===== src/rtl/core_pkg.sv =====
// Shared core types and constants used by the fetch path.
package core_pkg;

    localparam int FETCH_ADDRESS_BITS = 16;
    localparam int INSTR_BYTES        = 4;
    localparam logic [31:0] NOP_INSTR = 32'h00000013;

    typedef struct packed {
        logic [FETCH_ADDRESS_BITS-1:0] pc;
        logic [31:0]                   data;
    } fetch_entry_t;

endpackage


===== src/rtl/sync_fifo.sv =====
// Synchronous FIFO with registered storage, head read, count output and flush.
// Flush takes priority over push and pop issued in the same cycle.
module sync_fifo #(
    parameter int WIDTH = 48,
    parameter int DEPTH = 4
) (
    input  logic                   clk_i,
    input  logic                   rst_i,
    input  logic                   push_i,
    input  logic [WIDTH-1:0]       push_data_i,
    input  logic                   pop_i,
    input  logic                   flush_i,
    output logic [$clog2(DEPTH):0] count_o,
    output logic [WIDTH-1:0]       head_o
);

    localparam int PW = $clog2(DEPTH);

    logic [WIDTH-1:0] mem_q [DEPTH];
    logic [PW-1:0]    wr_ptr_q, wr_ptr_d;
    logic [PW-1:0]    rd_ptr_q, rd_ptr_d;
    logic [PW:0]      count_q, count_d;

    always_comb begin
        wr_ptr_d = wr_ptr_q + PW'(push_i);
        rd_ptr_d = rd_ptr_q + PW'(pop_i);
        count_d  = count_q + (PW+1)'(push_i) - (PW+1)'(pop_i);
        if (flush_i) begin
            wr_ptr_d = '0;
            rd_ptr_d = '0;
            count_d  = '0;
        end
    end

    always_ff @(posedge clk_i) begin
        if (rst_i) begin
            wr_ptr_q <= '0;
            rd_ptr_q <= '0;
            count_q  <= '0;
        end else begin
            wr_ptr_q <= wr_ptr_d;
            rd_ptr_q <= rd_ptr_d;
            count_q  <= count_d;
        end
    end

    // Storage is data-only; validity is tracked entirely by count_q.
    always_ff @(posedge clk_i) begin
        if (push_i && !flush_i) begin
            mem_q[wr_ptr_q] <= push_data_i;
        end
    end

    assign count_o = count_q;
    assign head_o  = mem_q[rd_ptr_q];

endmodule


===== src/rtl/fetch_prefetch.sv =====
// Instruction prefetch buffer: credit-limited sequential fetch, redirect flush
// with stale-response discard. Optional same-cycle bypass: PREFETCH_BYPASS_EN.
module fetch_prefetch
    import core_pkg::*;
#(
    parameter int                      ADDRESS_BITS = 16,
    parameter int                      DEPTH        = 4,
    parameter logic [ADDRESS_BITS-1:0] RESET_PC     = '0
) (
    input  logic                    clock,
    input  logic                    reset,
    input  logic                    redirect_valid,
    input  logic [ADDRESS_BITS-1:0] redirect_pc,
    output logic                    imem_req_valid,
    input  logic                    imem_req_ready,
    output logic [ADDRESS_BITS-1:0] imem_req_addr,
    input  logic                    imem_rsp_valid,
    input  logic [31:0]             imem_rsp_data,
    output logic                    inst_valid,
    input  logic                    inst_ready,
    output logic [ADDRESS_BITS-1:0] inst_pc,
    output logic [31:0]             inst_data
);

    localparam int CW = $clog2(DEPTH) + 1;
    localparam int EW = ADDRESS_BITS + 32;
    localparam logic [ADDRESS_BITS-1:0] STEP = ADDRESS_BITS'(INSTR_BYTES);

    logic [ADDRESS_BITS-1:0] fetch_pc_q, fetch_pc_d;
    logic [ADDRESS_BITS-1:0] rsp_pc_q, rsp_pc_d;
    logic [ADDRESS_BITS-1:0] redirect_base;
    logic [CW-1:0]           outstanding_q, outstanding_d;
    logic [CW-1:0]           discard_q, discard_d;
    logic [CW-1:0]           fifo_count;
    logic [EW-1:0]           fifo_head;
    logic                    credit_ok, accept, rsp_ok, rsp_keep, byp;
    logic                    fifo_push, fifo_pop, fifo_empty;

    // Credit covers buffered plus in-flight so every response has a slot.
    assign credit_ok      = ({1'b0, fifo_count} + {1'b0, outstanding_q}) < (CW+1)'(DEPTH);
    assign imem_req_valid = !reset && !redirect_valid && credit_ok;
    assign imem_req_addr  = fetch_pc_q;
    assign accept         = imem_req_valid && imem_req_ready;
    assign rsp_ok         = imem_rsp_valid && (outstanding_q != '0);
    assign rsp_keep       = rsp_ok && (discard_q == '0);
    assign redirect_base  = {redirect_pc[ADDRESS_BITS-1:2], 2'b00};
    assign fifo_empty     = (fifo_count == '0);

`ifdef PREFETCH_BYPASS_EN
    assign byp = rsp_keep && fifo_empty && inst_ready && !redirect_valid && !reset;
`else
    assign byp = 1'b0;
`endif

    assign fifo_push  = rsp_keep && !byp && !redirect_valid;
    assign fifo_pop   = !fifo_empty && inst_ready && !redirect_valid;
    assign inst_valid = !fifo_empty || byp;

    always_comb begin
        inst_pc   = '0;
        inst_data = '0;
        if (!fifo_empty) begin
            inst_pc   = fifo_head[EW-1:32];
            inst_data = fifo_head[31:0];
        end
`ifdef PREFETCH_BYPASS_EN
        if (byp) begin
            inst_pc   = rsp_pc_q;
            inst_data = imem_rsp_data;
        end
`endif
    end

    always_comb begin
        fetch_pc_d    = accept ? fetch_pc_q + STEP : fetch_pc_q;
        rsp_pc_d      = rsp_keep ? rsp_pc_q + STEP : rsp_pc_q;
        outstanding_d = outstanding_q + CW'(accept) - CW'(rsp_ok);
        discard_d     = discard_q - CW'(rsp_ok && (discard_q != '0));
        // Everything still unanswered after this cycle belongs to the old stream.
        if (redirect_valid) begin
            fetch_pc_d = redirect_base;
            rsp_pc_d   = redirect_base;
            discard_d  = outstanding_q - CW'(rsp_ok);
        end
    end

    always_ff @(posedge clock) begin
        if (reset) begin
            fetch_pc_q    <= RESET_PC;
            rsp_pc_q      <= RESET_PC;
            outstanding_q <= '0;
            discard_q     <= '0;
        end else begin
            fetch_pc_q    <= fetch_pc_d;
            rsp_pc_q      <= rsp_pc_d;
            outstanding_q <= outstanding_d;
            discard_q     <= discard_d;
        end
    end

    sync_fifo #(
        .WIDTH (EW),
        .DEPTH (DEPTH)
    ) u_fifo (
        .clk_i       (clock),
        .rst_i       (reset),
        .push_i      (fifo_push),
        .push_data_i ({rsp_pc_q, imem_rsp_data}),
        .pop_i       (fifo_pop),
        .flush_i     (redirect_valid),
        .count_o     (fifo_count),
        .head_o      (fifo_head)
    );

    // A response with nothing outstanding is dropped above; flag it here.
    rsp_without_request: assert property (@(posedge clock) disable iff (reset)
        !(imem_rsp_valid && (outstanding_q == '0)));

endmodule


===== config.mk =====
export PLATFORM = sky130hd
export DESIGN_NAME = fetch_prefetch
export DESIGN_NICKNAME = d
export VERILOG_FILES = /design/src/rtl/core_pkg.sv /design/src/rtl/sync_fifo.sv /design/src/rtl/fetch_prefetch.sv
export SDC_FILE = /design/constraint.sdc
export NUM_CORES = 1
export LEC_CHECK = 0
export ABC_AREA = 1
export BUFFER_PORTS_ARGS = -buffer_cell sky130_fd_sc_hd__buf_2
export CAP_MARGIN = 20
export CORE_MARGIN = 3
export CORE_UTILIZATION = 62
export DETAILED_ROUTE_END_ITERATION = 10
export PLACE_DENSITY = 0.91
export SYNTH_ARGS = -nofsm -noshare
export SYNTH_HDL_FRONTEND = slang
export SYNTH_SLANG_ARGS = --single-unit

===== constraint.sdc =====
create_clock -name clock -period 12.5 [get_ports clock]
set_input_delay 0.625 -clock clock [delete_from_list [all_inputs] [get_ports clock]]
set_output_delay 0.625 -clock clock [all_outputs]
set_load 0.02 [all_outputs]

* Word-level counts from Yosys, hierarchy flattened
Memories as Yosys holds them, arrays and structs flattened. A register that Yosys moved wholly into a read port is not among the register bits. Index checks and enable logic that the tools add are counted.
Word-level totals: flip-flop bits (word level) 45, memory bits (writable) 192, input port bits 54, output and inout port bits 66, word-level logic and storage cells 52, memories 1
Operators by class: $add $sub $neg 11, $lt $le $gt $ge 1, muxes and demuxes 10, reduce and logical (&&, ||, !) cells 20
Memories:
- u_fifo.mem_q | depth 4, width 48, rd ports 1, clocked after Yosys merged registers in 1, wr ports 1, line sync_fifo.sv:19 | logic [WIDTH-1:0] mem_q [DEPTH];
Operator list (number):
- 16-bit 2-to-1 mux | 5
- 16-bit by 3-bit adder with 16-bit output (second input constant) | 2
- 32-bit 2-to-1 mux | 1
- 3-bit by 1-bit subtractor with 3-bit output | 4
- 1-bit logical AND | 10
- 3-bit by 1-bit adder with 3-bit output | 2
- 3-bit logical NOT | 2
- 3-bit nonzero test | 2
- 2-bit by 1-bit adder with 2-bit output | 2
- 3-bit by 3-bit adder with 4-bit output | 1
- 4-bit by 3-bit < comparator with 1-bit output (second input constant) | 1
- 2-bit nonzero test | 2
- 1-bit logical NOT | 3
- 3-bit 2-to-1 mux | 1
- 1-bit 2-to-1 mux | 2
- 2-bit 2-to-1 mux | 1
- 2-bit OR reduction | 1

* Longest topological paths before layout
Gate-level depths: netlist of run 1.
depth after elaboration 7, depth in mapped cells 13, gate-level depth less buffers 13

* By module
Synthesis of run 1 repeated with hierarchy kept, for this count alone.
Unflattened totals: cells, all modules 1059, area, all modules 10600.2 um^2
By module, submodules not included:
- sync_fifo | times used 1, cells an instance 604, area an instance 7983.9 um^2, seq. area each 5905.7 um^2
- fetch_prefetch | times used 1, cells an instance 455, area an instance 2616.3 um^2, seq. area each 680.7 um^2

* Worst setup path before layout of run 1
OpenSTA, ideal clock, no wires.
kind input port to flip-flop, from in redirect_valid, to mem u_fifo.mem_q[0][0] (enable), setup time 507 ps, arrival 4188 ps, data required time 11993 ps, slack 7805 ps, stages 3, path buffers 0, cell sequence inv_2 nand4_1 nor3_1
Between the ends: longest elaborated chain between the ends 5
RTL lines:
- from (decl) | line fetch_prefetch.sv:12 | input logic redirect_valid,
- 1-bit logical NOT * | line sync_fifo.sv:49, fetch_prefetch.sv:55
- 1-bit logical AND | line fetch_prefetch.sv:55 | assign fifo_push = rsp_keep && !byp && !redirect_valid;
- 1-bit logical AND * | line sync_fifo.sv:49 | if (push_i && !flush_i) begin
- 1-bit 2-to-1 mux * | line sync_fifo.sv:49
- 1-bit 2-to-1 mux (not written as such) * | line sync_fifo.sv:50 | mem_q[wr_ptr_q] <= push_data_i;
- to (decl) | line sync_fifo.sv:19
Every way passes the cells marked *; elsewhere a longest branch is shown, timed or not.

==> flow_summary_export.csv, run 1 <==
group,metric,value,unit
run,max_cap_violations,0,
timing,max_slew_margin,34.75,%
routing,route.top_layer_used,"met4",
floorplanning,dieArea,17190,sq um
critical_path,crit_slowest_cell,"dfxtp_2",
floorplanning,die_w,131.1,um
floorplanning,coreArea,15260,sq um
floorplanning,fp-row-count,45,
routing,drt-initial-drc-count,710,
routing,wl_per_cell,16.86,um
layout,seqCellArea,6349,sq um
critical_path,crit_type,"register to output pin",
floorplanning,die_h,131.1,um
layout,area_delta_synth_final,15.40,%
layout,layout.nets,1121,
clock_network,ctsResizeCount,0,
critical_path,worstPathRequired,11.88,ns
synthesis,ys_seq_area_share,65.38,%
status,status,"completed",
routing,wl,21560,um
timing,finalCritPeriodShare,25.28,%
placement,post-dp-hpwl,12010,um
synthesis,synth_cell_types,31,
timing,clock.fmax,316.4,MHz
pwr,p_per_area,154.9,nW/um^2
routing,vias,7200,
synthesis,synthTopCellsByArea,"edfxtp_1 57%, nor2_1 9.2%, dfxtp_1 8.5%",
global_routing,grt_max_degree,94,
critical_path,crit_path_end_kind,"output pin",
timing,fin_worst_skew,0.01297,ns
pwr,power.total,1.735,mW
clock_network,clk_latency,0.50,ns
synthesis,ys_warn_count,0,
critical_path,cp_num_buf_inv,3,
routing,vias_per_cell,5.629,
clock_network,path_clk_slew,0.07,ns
critical_path,path_cells,"buf_12 > inv_2 > nor2_1 > o21ai_0 > a21oi_1 > buf_2",
timing,finalSetupViolations,0,
layout,mostFrequentLayoutCell,"nor2_1",
pwr,p_switching,0.4054,mW
routing,wl_met1,8522,um
critical_path,path_delay_family,"buffers and inverters",
layout,multi_input_area,2983,sq um
global_routing,overflow,0,
global_routing,grt_pass1_wl,34130,um
pwr,seq_power_share,50.5,%
critical_path,start_kind,"register",
timing,worst_slew_pin_slew,0.9788,ns
synthesis,avgSynthCellArea,10.22,sq um
pwr,clkPwrFrac,39.5,%
clock_network,cts.root.buffer_cell,"clkbuf_16",
timing,period_needed,3.161,ns
global_routing,track_usage,24.10,%
timing,finalHoldViolCount,0,
global_routing,grt_pass1_vias,7268,
hold_path,min_path_type,"input pin to register",
pwr,p_sw_share,23.37,%
synthesis,syn_area,9707,sq um
timing,rsz0062_at_grt,"false",
routing,drc,0,
clock_network,cts_tree,"done",
pwr,intPower,1.330,mW
critical_path,cp_max_fo,46,
clock_network,cts_buffers,22,
synthesis,ys_ff_latch,225,
clock_network,clkSinkCount,225,
pwr,vdd_drop_max,97.75,uV
clock_network,cts_setup_buffers,0,
layout,final_cell_mix,"238 x nor2_1, 184 x edfxtp_1, 113 x buf_2, 110 x nand2_1, 99 x o21ai_0",
synthesis,netlist.area_leader.share,56.92,%
pwr,comb_power_share,10.0,%
floorplanning,io_pins,120,
clock_network,clockBufferDepth,3,
routing,met3_length,1946,um
pwr,p_leak,4.346,nW
routing,drt_pre_antenna_iters,5,
placement,gp_congestion,0.9198,
timing,finalSetupTns,0,ns
routing,route.met2.wl,10670,um
global_routing,antenna_found_initial,1,
synthesis,synth_top_area_cell,"edfxtp_1",
critical_path,slowest_delay,0.53,ns
clock_network,cts-hold-fix-buffers,0,
critical_path,worstPathArrival,2.54,ns
timing,report.final.slew_viol_count,0,
floorplanning,initial_core_util,63.62,%
layout,drive_gt1_share,16.12,%
placement,portBuffers,113,
clock_network,htreeDepth,1,
routing,postRouteAntennaNets,0,
layout,fillers,926,
synthesis,synthCells,950,
==> final timing paths <==
path | startpoint | to | slack [ns] | cells after the start
hold reg to reg | imem_req_addr[6] | imem_req_addr[6] | 0.53 | 2
setup reg to reg | outstanding_q[1] | outstanding_q[2] | 9.91 | 13
hold / removal | imem_rsp_data[0] | u_fifo.mem_q[2][0] | 0.35 | 1
setup / recovery | u_fifo.rd_ptr_q[1] | inst_pc[5] | 9.34 | 6
==> cells in the mapped netlist <==
cell      number
nand2_2        1
fa_1           2
nand2_4        2
nand2_1      110
ha_1          14
nand4_1        5
nor2_4         1
buf_1          7
clkbuf_1      20
a31oi_1        4
nand3b_1       5
o21ai_0       99
buf_4          4
nor3_4         1
conb_1         1
xor2_1         8
nand3_1       46
buf_2         16
edfxtp_1     184
nor2_2         3
dfxtp_1       41
a21boi_1       1
inv_1         50
a21boi_0       1
nor3_2         1
o21ai_1        4
inv_2          4
xnor2_1        7
nor2_1       238
nor3_1         5
a21oi_1       65
==> cells by family after synthesis <==
logic type / after synthesis / synth area share [%]
buf+inv: 101 / 4.267
other cells: 1 / 0.03863
fa+ha+maj: 16 / 2.217
compound gates: 174 / 9.075
simple gates: 418 / 17.67
flops: 225 / 65.38
xor+xnor: 15 / 1.353
==> area by class of cell <==
type	count	area share, %
flip-flops and latches	225	56.67
multi-input cells	627	26.63
clock buffers	35	5.897
repair buffers	121	5.696
well taps	211	2.357
inverters	54	1.809
clock inverters	5	0.9159
diodes	1	0.02234
==> per-layer routing <==
layer  up-vias  track usage, %
met5         -               0
met4         0           9.627
met3        38           5.130
met2       356           41.36
met1      3373           30.11
li1       3433               -
==> registers in the layout (all words and copies together), names as in the netlist <==
name,count
imem_req_addr,14
u_fifo.rd_ptr_q,2
rsp_pc_q,14
outstanding_q,3
u_fifo.count_o,3
u_fifo.wr_ptr_q,2
discard_q,3
u_fifo.mem_q,184
==> per-stage QoR <==
| step | utilization, % | worst slack (ns) | cells | instance area, sq um | hold WS [ns] |
|---|---|---|---|---|---|
| 3_5_place_dp | 68.27 | 9.293 | 1237 | 10420 | 0.5102 |
| 2_1_floorplan | - | 7.805 | 953 | 9718 | 0.4815 |
| 5_1_grt | 73.42 | 9.137 | 1279 | 11200 | 0.3340 |
| 3_3_place_gp | 68.27 | 9.344 | 1237 | 10420 | 0.4987 |
| 4_1_cts | 73.27 | 8.767 | 1277 | 11180 | 0.3280 |
| 6_report | 73.42 | 9.339 | 1279 | 11200 | 0.3461 |
==> power groups by stage <==
stage               sequential (mW)  clock, mW  combinational [mW]
detailed placement            0.891          0               0.170
CTS                           0.875      0.690               0.173
global placement              0.889          0               0.161
finish                        0.877      0.686               0.173
global route                  0.880      0.724               0.196
floorplan                     0.889          0               0.116
Power figures use the tool's default switching activity.
==> run 2: changes to the inputs <==
--- a/config.mk
+++ b/config.mk
@@ -5,13 +5,13 @@
 export SDC_FILE = /design/constraint.sdc
 export NUM_CORES = 1
 export LEC_CHECK = 0
-export ABC_AREA = 1
+export ABC_AREA = 0
 export BUFFER_PORTS_ARGS = -buffer_cell sky130_fd_sc_hd__buf_2
 export CAP_MARGIN = 20
 export CORE_MARGIN = 3
-export CORE_UTILIZATION = 62
+export CORE_UTILIZATION = 58
 export DETAILED_ROUTE_END_ITERATION = 10
-export PLACE_DENSITY = 0.91
+export PLACE_DENSITY = 0.87
 export SYNTH_ARGS = -nofsm -noshare
 export SYNTH_HDL_FRONTEND = slang
 export SYNTH_SLANG_ARGS = --single-unit
==> constraint.sdc (replaced) <==
create_clock -name clock -period 3.1 [get_ports clock]
set_input_delay 0.155 -clock clock [delete_from_list [all_inputs] [get_ports clock]]
set_output_delay 0.155 -clock clock [all_outputs]
set_load 0.02 [all_outputs]
==> flow_summary_export.csv, run 2 <==
group,metric,value,unit
floorplanning,die_h,132.5,um
routing,vias_per_cell,5.855,
synthesis,synthTopCellsByArea,"edfxtp_1 60%, mux4_2 11%, dfxtp_1 8.8%",
timing,worst_slew_pin_slew,0.6662,ns
status,status,"completed",
critical_path,path_delay_family,"adder cells",
routing,drt_pre_antenna_iters,5,
clock_network,cts_tree,"done",
placement,pre_cts_ws,0.2690,ns
floorplanning,dieArea,17560,sq um
layout,largest-register,"u_fifo.mem_q",
critical_path,crit_path_end_kind,"register",
layout,largest_reg_flops,184,
placement,portBuffers,113,
synthesis,synthCells,559,
timing,finalSetupViolations,0,
floorplanning,initial_core_util,60.19,%
synthesis,avgSynthCellArea,16.61,sq um
routing,drt-initial-drc-count,432,
floorplanning,io_pins,120,
floorplanning,die_w,132.5,um
critical_path,worstPathRequired,3.47,ns
critical_path,slowest_delay,0.44,ns
pwr,vdd_drop_max,386.6,uV
layout,mostFrequentLayoutCell,"edfxtp_1",
critical_path,rrSetupSlack,0.27,ns
layout,final_cell_mix,"184 x edfxtp_1, 113 x buf_2, 47 x nor2b_1, 46 x mux4_2, 39 x dfxtp_1",
routing,postRouteAntennaNets,0,
synthesis,synth_cell_types,48,
clock_network,path_clk_slew,0.06,ns
global_routing,track_usage,21.37,%
hold_path,min_path_type,"input pin to register",
timing,finalHoldViolCount,0,
floorplanning,fp-row-count,45,
timing,finalSetupTns,0,ns
timing,rsz0062_at_grt,"false",
clock_network,clkSinkCount,225,
global_routing,overflow,0,
routing,vias,5515,
critical_path,start_kind,"register",
critical_path,crit_type,"register to register",
synthesis,synth_top_area_cell,"edfxtp_1",
synthesis,synthArstFlopShare,0,%
synthesis,synth_common_cells,"184 x edfxtp_1, 47 x nor2b_1, 46 x mux4_2, 41 x dfxtp_1",
clock_network,clk_latency,0.49,ns
timing,clock.fmax,353.1,MHz
synthesis,syn_area,9285,sq um
critical_path,cpMostUsedCell,"ha_1",
clock_network,cts_buffers,23,
synthesis,netlist.area_leader.share,59.51,%
placement,post-dp-hpwl,10840,um
routing,drc,0,
layout,area_delta_synth_final,21.05,%
floorplanning,coreArea,15430,sq um
critical_path,crit_slowest_cell,"dfxtp_1",
global_routing,grt_max_degree,47,
pwr,p_per_area,609.3,nW/um^2
clock_network,cts_setup_buffers,0,
synthesis,ys_seq_area_share,68.35,%
critical_path,worstPathArrival,3.20,ns
timing,final.setup.worst_slack,0.2677,ns
synthesis,synth_edf_count,184,
layout,layout.nets,786,
layout,fillers,947,
synthesis,ys_ff_latch,225,
layout,antenna_cells,0,
pwr,p_leak,3.951,nW
synthesis,synth.most_common_cell,"edfxtp_1",
clock_network,htreeDepth,1,
critical_path,cp_num_buf_inv,3,
critical_path,path_cells,"ha_1 > a311oi_4 > and2_1 > inv_4 > ha_1 > inv_1 > ha_1 > inv_1 > fa_1 > xnor2_1 > nor2_1",
layout,drive_gt1_share,29.00,%
global_routing,antenna_found_initial,0,
clock_network,clockBufferDepth,3,
timing,finalCritPeriodShare,91.36,%
timing,fin_worst_skew,0.01015,ns
clock_network,cts.root.buffer_cell,"clkbuf_16",
clock_network,ctsResizeCount,0,
global_routing,grt_pass1_wl,30480,um
timing,report.final.slew_viol_count,0,
timing,period_needed,2.832,ns
routing,wl,18650,um
synthesis,ys_warn_count,0,
run,max_cap_violations,0,
timing,max_slew_margin,55.58,%
global_routing,grt_pass1_vias,5891,
synthesis,synth_flop_cell,"edfxtp_1",
routing,wl_per_cell,19.80,um
placement,gp_congestion,0.8502,
critical_path,cp_max_fo,10,
==> run 2: cell types whose count changed after synthesis, sizes merged, moves of 13 or more <==
cell,change
nand3,-37
nor2b,+47
inv,-34
nand2,-97
mux4,+46
nor2,-234
o21ai,-97
a21oi,-57
buf,-13
==> run 2: worst paths after layout <==
kind | from | end | cells past startpoint
worst max-delay path | outstanding_q[1] | outstanding_q[2] | 11
worst min-delay path | redirect_pc[12] | rsp_pc_q[12] | 3
worst max register to register | outstanding_q[1] | outstanding_q[2] | 11
worst min register to register | imem_req_addr[13] | imem_req_addr[13] | 2
==> run 2: cell type report <==
class                           count  area (sq um)  share of cell area [%]
Clock buffer                       29         598.1                   5.321
Clock inverter                     11         97.59                  0.8683
Inverter                           20         77.57                  0.6902
Multi-Input combinational cell    284          2763                   24.58
Sequential cell                   225          6351                   56.51
Tap cell                          211         264.0                   2.349
Timing Repair Buffer              162          1089                   9.685
==> run 2: layer usage <==
layer | routed length (um) | vias to the layer above | global-route usage (%)
li1 | - | 2495 | -
met1 | 7749 | 2738 | 29.39
met2 | 9190 | 244 | 35.45
met3 | 1332 | 38 | 3.840
met4 | 381 | 0 | 6.524
met5 | 0 | - | 0
==> run 2: worst reg2reg max path: cells and delay by family, from the launching register on <==
family | cells | cell delay, ns
compound gates | 1 | 0.41
xor+xnor | 1 | 0.16
fa+ha+maj | 4 | 1.09
buf+inv | 3 | 0.21
flops | 1 | 0.44
simple gates | 2 | 0.41
==> run 2: metrics by stage <==
step | hold slack, ns | std cells | util (%) | cell area (sq um) | total power, mW
after detailed placement | 0.3760 | 865 | 65.94 | 10170 | 4.303
final | 0.04483 | 942 | 72.85 | 11240 | 6.849
after CTS | 0.02517 | 942 | 72.85 | 11240 | 6.895
after floorplan | 0.2539 | 562 | - | 9341 | 4.056
after global placement | 0.3647 | 865 | 65.94 | 10170 | 4.255
after global routing | 0.04157 | 942 | 72.85 | 11240 | 7.097
==> run 2: cell families after synthesis <==
group | Yosys count | share of synthesized area (%)
AO/OA/AOI/OAI | 61 | 4.878
buffers and inverters | 53 | 2.574
adder cells (fa/ha/maj) | 16 | 2.318
other | 1 | 0.04039
flip-flops | 225 | 68.35
AND/OR/NAND/NOR | 139 | 8.961
multiplexers | 48 | 11.37
XOR/XNOR | 16 | 1.509
==> run 2: repair_timing <==
item	CTS	global route
hold buffers	37	0
hold endpoints to repair	136	0
setup endpoints to repair	0	0
==> run 2: report_power, final <==
part           switching [mW]  internal, mW  leakage (nW)
combinational           0.425         0.343          1.61
sequential              0.104          3.41          2.01
clock                    1.05          1.52         0.336
